File: src/rtl/memory_encoder_writer_pkg.sv
// rtl/memory_encoder_writer_pkg.sv - shared widths and FSM state encoding for the frame-memory write path
package memory_encoder_writer_pkg;

    localparam int R_BITS = 3;
    localparam int G_BITS = 3;
    localparam int B_BITS = 2;
    localparam int CODE_W = 8;
    localparam int RGB_W  = 24;
    localparam int WORD_W = 16;

    typedef enum logic [1:0] {
        EMPTY = 2'd0,
        HALF  = 2'd1,
        WRITE = 2'd2
    } wr_state_e;

endpackage

File: src/rtl/memory_encoder_writer_if.sv
// rtl/memory_encoder_writer_if.sv - pixel input and frame-memory write port bundle
interface memory_encoder_writer_if
    import memory_encoder_writer_pkg::*;
#(
    parameter int ADDR_W = 15
) ();

    logic              PIX_VALID;
    logic              PIX_READY;
    logic [RGB_W-1:0]  PIX_RGB;
    logic              PIX_SOF;
    logic              MEM_WREQ;
    logic              MEM_WACK;
    logic [ADDR_W-1:0] MEM_ADDR;
    logic [WORD_W-1:0] MEM_IN;
    logic              FRAME_DONE;

    // master: pixel source plus memory responder; slave: the encoder/writer
    modport master (
        output PIX_VALID, PIX_RGB, PIX_SOF, MEM_WACK,
        input  PIX_READY, MEM_WREQ, MEM_ADDR, MEM_IN, FRAME_DONE
    );

    modport slave (
        input  PIX_VALID, PIX_RGB, PIX_SOF, MEM_WACK,
        output PIX_READY, MEM_WREQ, MEM_ADDR, MEM_IN, FRAME_DONE
    );

endinterface

File: src/rtl/memory_encoder_writer_pixel_encoder.sv
// rtl/memory_encoder_writer_pixel_encoder.sv - RGB888 to RGB332 encoder; MEMORY_ENCODER_ROUND_EN selects rounding
module pixel_encoder
    import memory_encoder_writer_pkg::*;
(
    input  logic [RGB_W-1:0]  rgb_i,
    output logic [CODE_W-1:0] code_o
);

`ifdef MEMORY_ENCODER_ROUND_EN
    logic [8:0]        r_sum;
    logic [8:0]        g_sum;
    logic [8:0]        b_sum;
    logic [R_BITS-1:0] r3;
    logic [G_BITS-1:0] g3;
    logic [B_BITS-1:0] b2;
    logic              unused_sum;

    // bit 8 set means the rounded value overflowed the field, so clamp to all ones
    always_comb begin
        r_sum  = {1'b0, rgb_i[23:16]} + 9'd16;
        g_sum  = {1'b0, rgb_i[15:8]}  + 9'd16;
        b_sum  = {1'b0, rgb_i[7:0]}   + 9'd32;
        r3     = r_sum[8] ? '1 : r_sum[7:5];
        g3     = g_sum[8] ? '1 : g_sum[7:5];
        b2     = b_sum[8] ? '1 : b_sum[7:6];
        code_o = {r3, g3, b2};
    end

    assign unused_sum = ^{r_sum[4:0], g_sum[4:0], b_sum[5:0]};
`else
    logic unused_bits;

    assign code_o      = {rgb_i[23:21], rgb_i[15:13], rgb_i[7:6]};
    assign unused_bits = ^{rgb_i[20:16], rgb_i[12:8], rgb_i[5:0]};
`endif

endmodule

File: src/rtl/memory_encoder_writer.sv
// rtl/memory_encoder_writer.sv - packs two RGB332 codes per word and writes them sequentially to frame memory
module memory_encoder_writer
    import memory_encoder_writer_pkg::*;
#(
    parameter int ADDR_W      = 15,
    parameter int FRAME_WORDS = 9600
) (
    input  logic                    CLK,
    input  logic                    RST_N,
    memory_encoder_writer_if.slave  bus
);

    if (FRAME_WORDS < 1 || FRAME_WORDS > (1 << ADDR_W)) begin : g_bad_frame_words
        $error("memory_encoder_writer: FRAME_WORDS must be in 1..2**ADDR_W");
    end

    localparam logic [ADDR_W-1:0] LAST_ADDR = ADDR_W'(FRAME_WORDS - 1);

    wr_state_e         state_q, state_d;
    logic [WORD_W-1:0] mem_in_q, mem_in_d;
    logic [ADDR_W-1:0] addr_q, addr_d;
    logic              frame_done_q, frame_done_d;
    logic [CODE_W-1:0] code;
    logic              accept;
    logic              last_word;

    pixel_encoder u_pixel_encoder (
        .rgb_i  (bus.PIX_RGB),
        .code_o (code)
    );

    assign accept    = bus.PIX_VALID && (state_q != WRITE);
    assign last_word = (addr_q == LAST_ADDR);

    always_ff @(posedge CLK or negedge RST_N) begin
        if (!RST_N) begin
            state_q      <= EMPTY;
            mem_in_q     <= '0;
            addr_q       <= '0;
            frame_done_q <= 1'b0;
        end else begin
            state_q      <= state_d;
            mem_in_q     <= mem_in_d;
            addr_q       <= addr_d;
            frame_done_q <= frame_done_d;
        end
    end

    // SOF in HALF restarts the pair, so it stays in HALF rather than writing
    always_comb begin
        state_d = state_q;
        case (state_q)
            EMPTY: if (accept) state_d = HALF;
            HALF:  if (accept && !bus.PIX_SOF) state_d = WRITE;
            WRITE: if (bus.MEM_WACK) state_d = EMPTY;
            default: state_d = EMPTY;
        endcase
    end

    always_comb begin
        mem_in_d       = mem_in_q;
        addr_d         = addr_q;
        frame_done_d   = 1'b0;
        bus.PIX_READY  = (state_q != WRITE);
        bus.MEM_WREQ   = (state_q == WRITE);
        bus.MEM_ADDR   = addr_q;
        bus.MEM_IN     = mem_in_q;
        bus.FRAME_DONE = frame_done_q;
        if (accept) begin
            if (state_q == EMPTY || bus.PIX_SOF) begin
                mem_in_d[15:8] = code;
            end else begin
                mem_in_d[7:0] = code;
            end
            if (bus.PIX_SOF) begin
                addr_d = '0;
            end
        end
        if (state_q == WRITE && bus.MEM_WACK) begin
            frame_done_d = last_word;
            addr_d       = last_word ? '0 : addr_q + ADDR_W'(1);
        end
    end

endmodule

File: src/flat_wrapper.sv
// flat-port wrapper written by rule: the top's interface ports become plain ports
module memory_encoder_writer_flat import memory_encoder_writer_pkg::*;
#(
    parameter int ADDR_W      = 15,
    parameter int FRAME_WORDS = 9600
)
  (CLK, RST_N, bus_PIX_VALID, bus_PIX_RGB, bus_PIX_SOF, bus_MEM_WACK, bus_PIX_READY, bus_MEM_WREQ, bus_MEM_ADDR, bus_MEM_IN, bus_FRAME_DONE);
  memory_encoder_writer_if #(.ADDR_W(ADDR_W)) bus_i ();
  input  logic CLK;
  input  logic RST_N;
  input wire logic [$bits(bus_i.PIX_VALID)-1:0] bus_PIX_VALID;
  input wire logic [$bits(bus_i.PIX_RGB)-1:0] bus_PIX_RGB;
  input wire logic [$bits(bus_i.PIX_SOF)-1:0] bus_PIX_SOF;
  input wire logic [$bits(bus_i.MEM_WACK)-1:0] bus_MEM_WACK;
  output wire logic [$bits(bus_i.PIX_READY)-1:0] bus_PIX_READY;
  output wire logic [$bits(bus_i.MEM_WREQ)-1:0] bus_MEM_WREQ;
  output wire logic [$bits(bus_i.MEM_ADDR)-1:0] bus_MEM_ADDR;
  output wire logic [$bits(bus_i.MEM_IN)-1:0] bus_MEM_IN;
  output wire logic [$bits(bus_i.FRAME_DONE)-1:0] bus_FRAME_DONE;
  assign bus_i.PIX_VALID = bus_PIX_VALID;
  assign bus_i.PIX_RGB = bus_PIX_RGB;
  assign bus_i.PIX_SOF = bus_PIX_SOF;
  assign bus_i.MEM_WACK = bus_MEM_WACK;
  assign bus_PIX_READY = bus_i.PIX_READY;
  assign bus_MEM_WREQ = bus_i.MEM_WREQ;
  assign bus_MEM_ADDR = bus_i.MEM_ADDR;
  assign bus_MEM_IN = bus_i.MEM_IN;
  assign bus_FRAME_DONE = bus_i.FRAME_DONE;
  memory_encoder_writer #(.ADDR_W(ADDR_W), .FRAME_WORDS(FRAME_WORDS)) u_core (.CLK(CLK), .RST_N(RST_N), .bus(bus_i));
endmodule
File: config.mk
export PLATFORM = sky130hd
export DESIGN_NAME = memory_encoder_writer_flat
export DESIGN_NICKNAME = d
export VERILOG_FILES = /design/src/rtl/memory_encoder_writer_pkg.sv /design/src/rtl/memory_encoder_writer_if.sv /design/src/rtl/memory_encoder_writer_pixel_encoder.sv /design/src/rtl/memory_encoder_writer.sv /design/src/flat_wrapper.sv
export SDC_FILE = /design/constraint.sdc
export NUM_CORES = 1
export LEC_CHECK = 0
export CAP_MARGIN = 25
export CELL_PAD_IN_SITES_DETAIL_PLACEMENT = 0
export CELL_PAD_IN_SITES_GLOBAL_PLACEMENT = 1
export CORE_MARGIN = 3
export CORE_UTILIZATION = 36
export DETAILED_ROUTE_END_ITERATION = 8
export PLACE_DENSITY = 0.81
export SLEW_MARGIN = 20
export SYNTH_ARGS = -nofsm -noshare
export SYNTH_HDL_FRONTEND = slang
export SYNTH_HIERARCHICAL = 1
export SYNTH_SLANG_ARGS = --single-unit
File: constraint.sdc
create_clock -name CLK -period 4.49 [get_ports CLK]
set_clock_uncertainty 0.15 [all_clocks]
set_input_delay 1.1225 -clock CLK [delete_from_list [all_inputs] [get_ports CLK]]
set_output_delay 1.1225 -clock CLK [all_outputs]
set_load 0.05 [all_outputs]
== After elaboration in Yosys (flattened, before gate mapping) ==
Cells that the tools add are included.

* Equality and inequality tests: 7
* Muxes and demuxes: 9
* Reductions and logical operators: 12
* Add/sub/neg operators: 1
* Bitwise operators: 1

{| class="wikitable"
|+ Operators with widths
! cell !! count
|-
| $mux 15 || 4
|-
| $add 15x1->15 const B || 1
|-
| $eq 15x14->1 const B || 1
|-
| $mux 2 || 3
|-
| $pmux 2 s3 || 1
|-
| $reduce_and 2->1 || 3
|-
| $ne 2x1->1 const B || 2
|-
| $ne 2x2->1 const B || 2
|-
| $reduce_bool 2->1 || 2
|-
| $logic_and 1x1->1 || 3
|-
| $reduce_and 3->1 || 1
|-
| $eq 2x1->1 const B || 1
|-
| $eq 2x2->1 const B || 1
|-
| $logic_not 2->1 || 1
|-
| $logic_not 1->1 || 1
|-
| $logic_or 1x1->1 || 1
|-
| $mux 1 || 1
|-
| $not 1->1 || 1
|}

* Output and inout bits: 34
* Logic and storage cells: 35
* Input bits: 29
* Register bits: 34

== Longest topological paths before layout ==
* Depth after elaboration: 5
* Mapped depth: 6
* Mapped depth without buffers: 5

== Hierarchy ==
The synthesis kept the hierarchy.

{| class="wikitable"
|+ By module, submodules not included
! module !! cells each !! area an instance (µm²) !! instances
|-
| memory_encoder_writer || 162 || 1684.1 || 1
|-
| pixel_encoder || 8 || 60.1 || 1
|}

== Worst setup path after synthesis ==
Ideal clock, no wire load.

* Kind: register to output
* From: register u_core.state_q[0]
* To: output port bus_MEM_WREQ
* Path buffers: 0
* Stages on the path, launching flop included: 3
* Setup slack: 1.902 ns
* Data arrival time: 1.316 ns
* Cells stage by stage: dfrtp_1 > nand2b_1 > inv_1

* Cells in the longest elaborated chain, start to end: 1

{| class="wikitable"
|+ RTL lines
! what !! line !! source
|-
| start: declaration || memory_encoder_writer.sv:19 || <nowiki>wr_state_e state_q, state_d;</nowiki>
|-
| start signal: assignment || memory_encoder_writer.sv:42 || <nowiki>state_q <= state_d;</nowiki>
|-
| $eq 2x2->1 || memory_encoder_writer.sv:65 || <nowiki>bus.MEM_WREQ = (state_q == WRITE);</nowiki>
|-
| end: declaration || flat_wrapper.sv:16 || <nowiki>output wire logic [$bits(bus_i.MEM_WREQ)-1:0] bus_MEM_WREQ;</nowiki>
|}

Every way passes these cells.

== Worst setup path in the final report ==
Ends and elaborated chain as after synthesis.

==> flow_metrics.py <==
metrics = {
    "finish": {
        "diodes": 0,
        "final_cells": 267,
        "mostFrequentLayoutCells": "clkdlybuf4s50_1, nand2_1, dfrtp_1",
        "nFillCells": 426,
        "final_core_util_pct": 50.89,
        "drive_gt1_share_pct": 12.09,
        "area_growth_pct": 31.42,
        "fin_nets": 244,
        "multi_input_area_sq_um": 779.5,
        "regArea_sq_um": 850.8,
        "final_common_cell": "clkdlybuf4s50_1",
    },
    "synthesis": {
        "postSynthAreaPerCell_sq_um": 10.26,
        "seq_area_frac_synth_pct": 48.78,
        "syn_inst": 170,
        "synth_nets": 200,
        "netlist-cell-type-count": 43,
        "synth_area_sq_um": 1744,
        "yosys_warnings": 6,
        "synth-seq-cells": 34,
    },
    "setup_path": {
        "critPathTopFamily": "buffers and inverters",
        "critPathKind": "flip-flop to primary output",
        "cp.required_ns": 3.22,
        "cp_max_fo": 6,
        "cp-end-kind": "primary output",
        "max_stage_delay_ns": 0.83,
        "path_buf_inv": 2,
        "cp.arrival_ns": 1.89,
        "crit_chain": "nand2b_1 -> inv_1 -> clkdlybuf4s50_1",
        "crit_path_top_delay_cell": "clkdlybuf4s50_1",
        "worst_setup_path_start_kind": "flip-flop",
    },
    "floorplanning": {
        "start_util_pct": 38.72,
        "die-area_sq_um": 5716,
        "core_area_sq_um": 4504,
        "fp.dieH_um": 75.61,
        "io_pins": 63,
        "die_w_um": 75.61,
        "std_cell_rows": 24,
    },
    "clock_network": {
        "insertion_delay_ns": 0.29,
        "cts_sinks": 34,
        "root_buffer": "clkbuf_8",
        "clockBufferDepth": 2,
        "clkTransAtPathRegs_ns": 0.07,
        "h-tree-depth": 2,
        "cts_buffers": 5,
        "cts_setup_buffers": 0,
        "ctsResizeCount": 0,
        "holdBufCountCts": 0,
        "cts_tree": "built",
    },
    "global_route": {
        "antenna_found_initial": 0,
        "grt.total_usage_pct": 16.06,
        "grt_pass1_vias": 1524,
        "overflow": 0,
        "grt_pass1_wl_um": 6969,
        "grt_start_max_net_pins": 35,
    },
    "sta": {
        "fin_ws_ns": 1.323,
        "max_slew_margin_pct": 53.38,
        "finalMaxSlewViolations": 0,
        "setup_violations": 0,
        "worst_pin_slew_ns": 0.6947,
        "setup_tns_ns": 0,
        "rsz0062_at_grt": "false",
        "fin_crit_ns": 3.167,
        "finalHoldViolCount": 0,
        "timing.fmax_mhz": 315.7,
        "fin_crit_sh_pct": 70.54,
    },
    "outcome": {
        "status": "finished, final reports clean",
    },
    "place": {
        "place_ws_ns": 1.479,
        "port_buffers": 46,
        "place.gp.congestion": 0.7358,
        "hpwl_um": 2843,
        "place_inst": 258,
    },
    "route": {
        "drc": 0,
        "wl_per_cell_um": 15.44,
        "ant_nets": 0,
        "via_per_inst": 5.577,
        "drt_pass1_iterations": 4,
        "drtIter0Drc": 82,
        "vias": 1489,
        "wl_um": 4123,
    },
    "power": {
        "leakage_nw": 0.9386,
        "powerDensity_nw_per_um2": 440.2,
        "max-vdd-ir-drop_uv": 297.1,
    },
    "worst_hold_path": {
        "hold_class": "flip-flop to flip-flop",
    },
    "run": {
        "max-cap-violations": 0,
    },
}
[where the power goes]
| part | internal (mW) | total (mW) | switching [mW] |
|---|---|---|---|
| clock network | 0.124 | 0.235 | 0.112 |
| logic | 0.129 | 0.382 | 0.253 |
| registers | 0.357 | 0.391 | 0.0338 |
| total | 0.610 | 1.01 | 0.399 |
[metal layers]
layer,wire length [um],global-route usage [%],up-vias
met5,0,0,-
li1,-,-,707
met3,352,6.728,3
met1,1768,19.39,724
met2,1964,26.56,55
met4,38,4.078,0
[path summary, 6_finish.rpt]
check                                                      end  cells after the start                          startpoint  slack [ns]
max in group asynchronous  u_core/bus.MEM_ADDR[10]$_DFFE_PN0P_                      2                               RST_N        2.77
min reg2reg                   u_core/bus.MEM_IN[7]$_DFFE_PN0P_                      2    u_core/bus.MEM_IN[7]$_DFFE_PN0P_        0.32
max                                               bus_MEM_WREQ                      3       u_core/state_q[0]$_DFFE_PN0P_        1.32
min                           u_core/bus.MEM_IN[7]$_DFFE_PN0P_                      2    u_core/bus.MEM_IN[7]$_DFFE_PN0P_        0.32
min in group asynchronous   u_core/bus.MEM_ADDR[9]$_DFFE_PN0P_                      2                               RST_N        1.11
max reg2reg                u_core/bus.MEM_ADDR[14]$_DFFE_PN0P_                      6  u_core/bus.MEM_ADDR[0]$_DFFE_PN0P_        2.25
[logic make-up after synthesis]
| family | Yosys count | synth area share, % |
|---|---|---|
| buffers and inverters | 17 | 6.527 |
| AO/OA/AOI/OAI | 32 | 13.06 |
| AND/OR/NAND/NOR | 78 | 25.75 |
| multiplexers | 8 | 5.165 |
| adder cells (fa/ha/maj) | 1 | 0.7172 |
| flip-flops | 34 | 48.78 |
[worst reg2reg max path, stage by stage, from the launching register on]
cell and delay, ns:
dfrtp_1 0.45, ha_1 0.28, nand3_2 0.21, nor4_4 0.52, buf_6 0.24, o311ai_1 0.13, o21a_1 0.15
[sequential cells by signal, summed over array words and instances, names as in the netlist]
signal	flops
u_core/bus.MEM_IN	16
u_core/bus.MEM_ADDR	15
u_core/state_q	2
u_core/bus.FRAME_DONE	1
[metrics by stage]
| stage | power [mW] | cell area [sq um] | hold WS [ns] |
|---|---|---|---|
| after CTS | 1.019 | 2281 | 0.3298 |
| after global routing | 1.054 | 2292 | 0.3494 |
| final | 1.009 | 2292 | 0.3230 |
| after detailed placement | 0.7798 | 2190 | 0.3124 |
| after global placement | 0.7733 | 2190 | 0.3078 |
| after floorplan | 0.6421 | 1744 | 0.3202 |
[synth_stat cells (all sizes together)]
library cell	n	area share, %
buf	12	5.5
o22ai	1	0.36
o211ai	1	0.43
nand4	3	1.1
nand3	6	2.3
nor2	3	0.65
a21o	2	0.86
o31a	1	0.50
nor4	7	3.7
nor3	4	1.4
nand2b	2	0.72
nand2	35	7.5
and3	2	0.72
or4b	1	0.79
clkinv	1	0.22
or4bb	1	0.65
or3	2	0.72
a211oi	2	0.86
o22a	1	0.50
dfrtp	34	49
o21a	6	2.6
and3b	1	0.50
o311ai	6	3.0
o31ai	2	0.86
nand3b	2	0.86
a21oi	1	0.29
inv	4	0.86
o21ai	6	1.7
ha	1	0.72
a31oi	3	1.1
nor3b	2	0.86
or4	5	2.4
or2b	1	0.50
and2	1	0.36
mux2	8	5.2
[final cells by class]
cell class	instances	area share, %
Clock buffer	7	3.766
Clock inverter	1	0.2183
Inverter	5	0.8188
Multi-Input combinational cell	119	34.01
Sequential cell	34	37.12
Tap cell	52	2.838
Timing Repair Buffer	49	21.23
(Power assumes the default switching activity.)
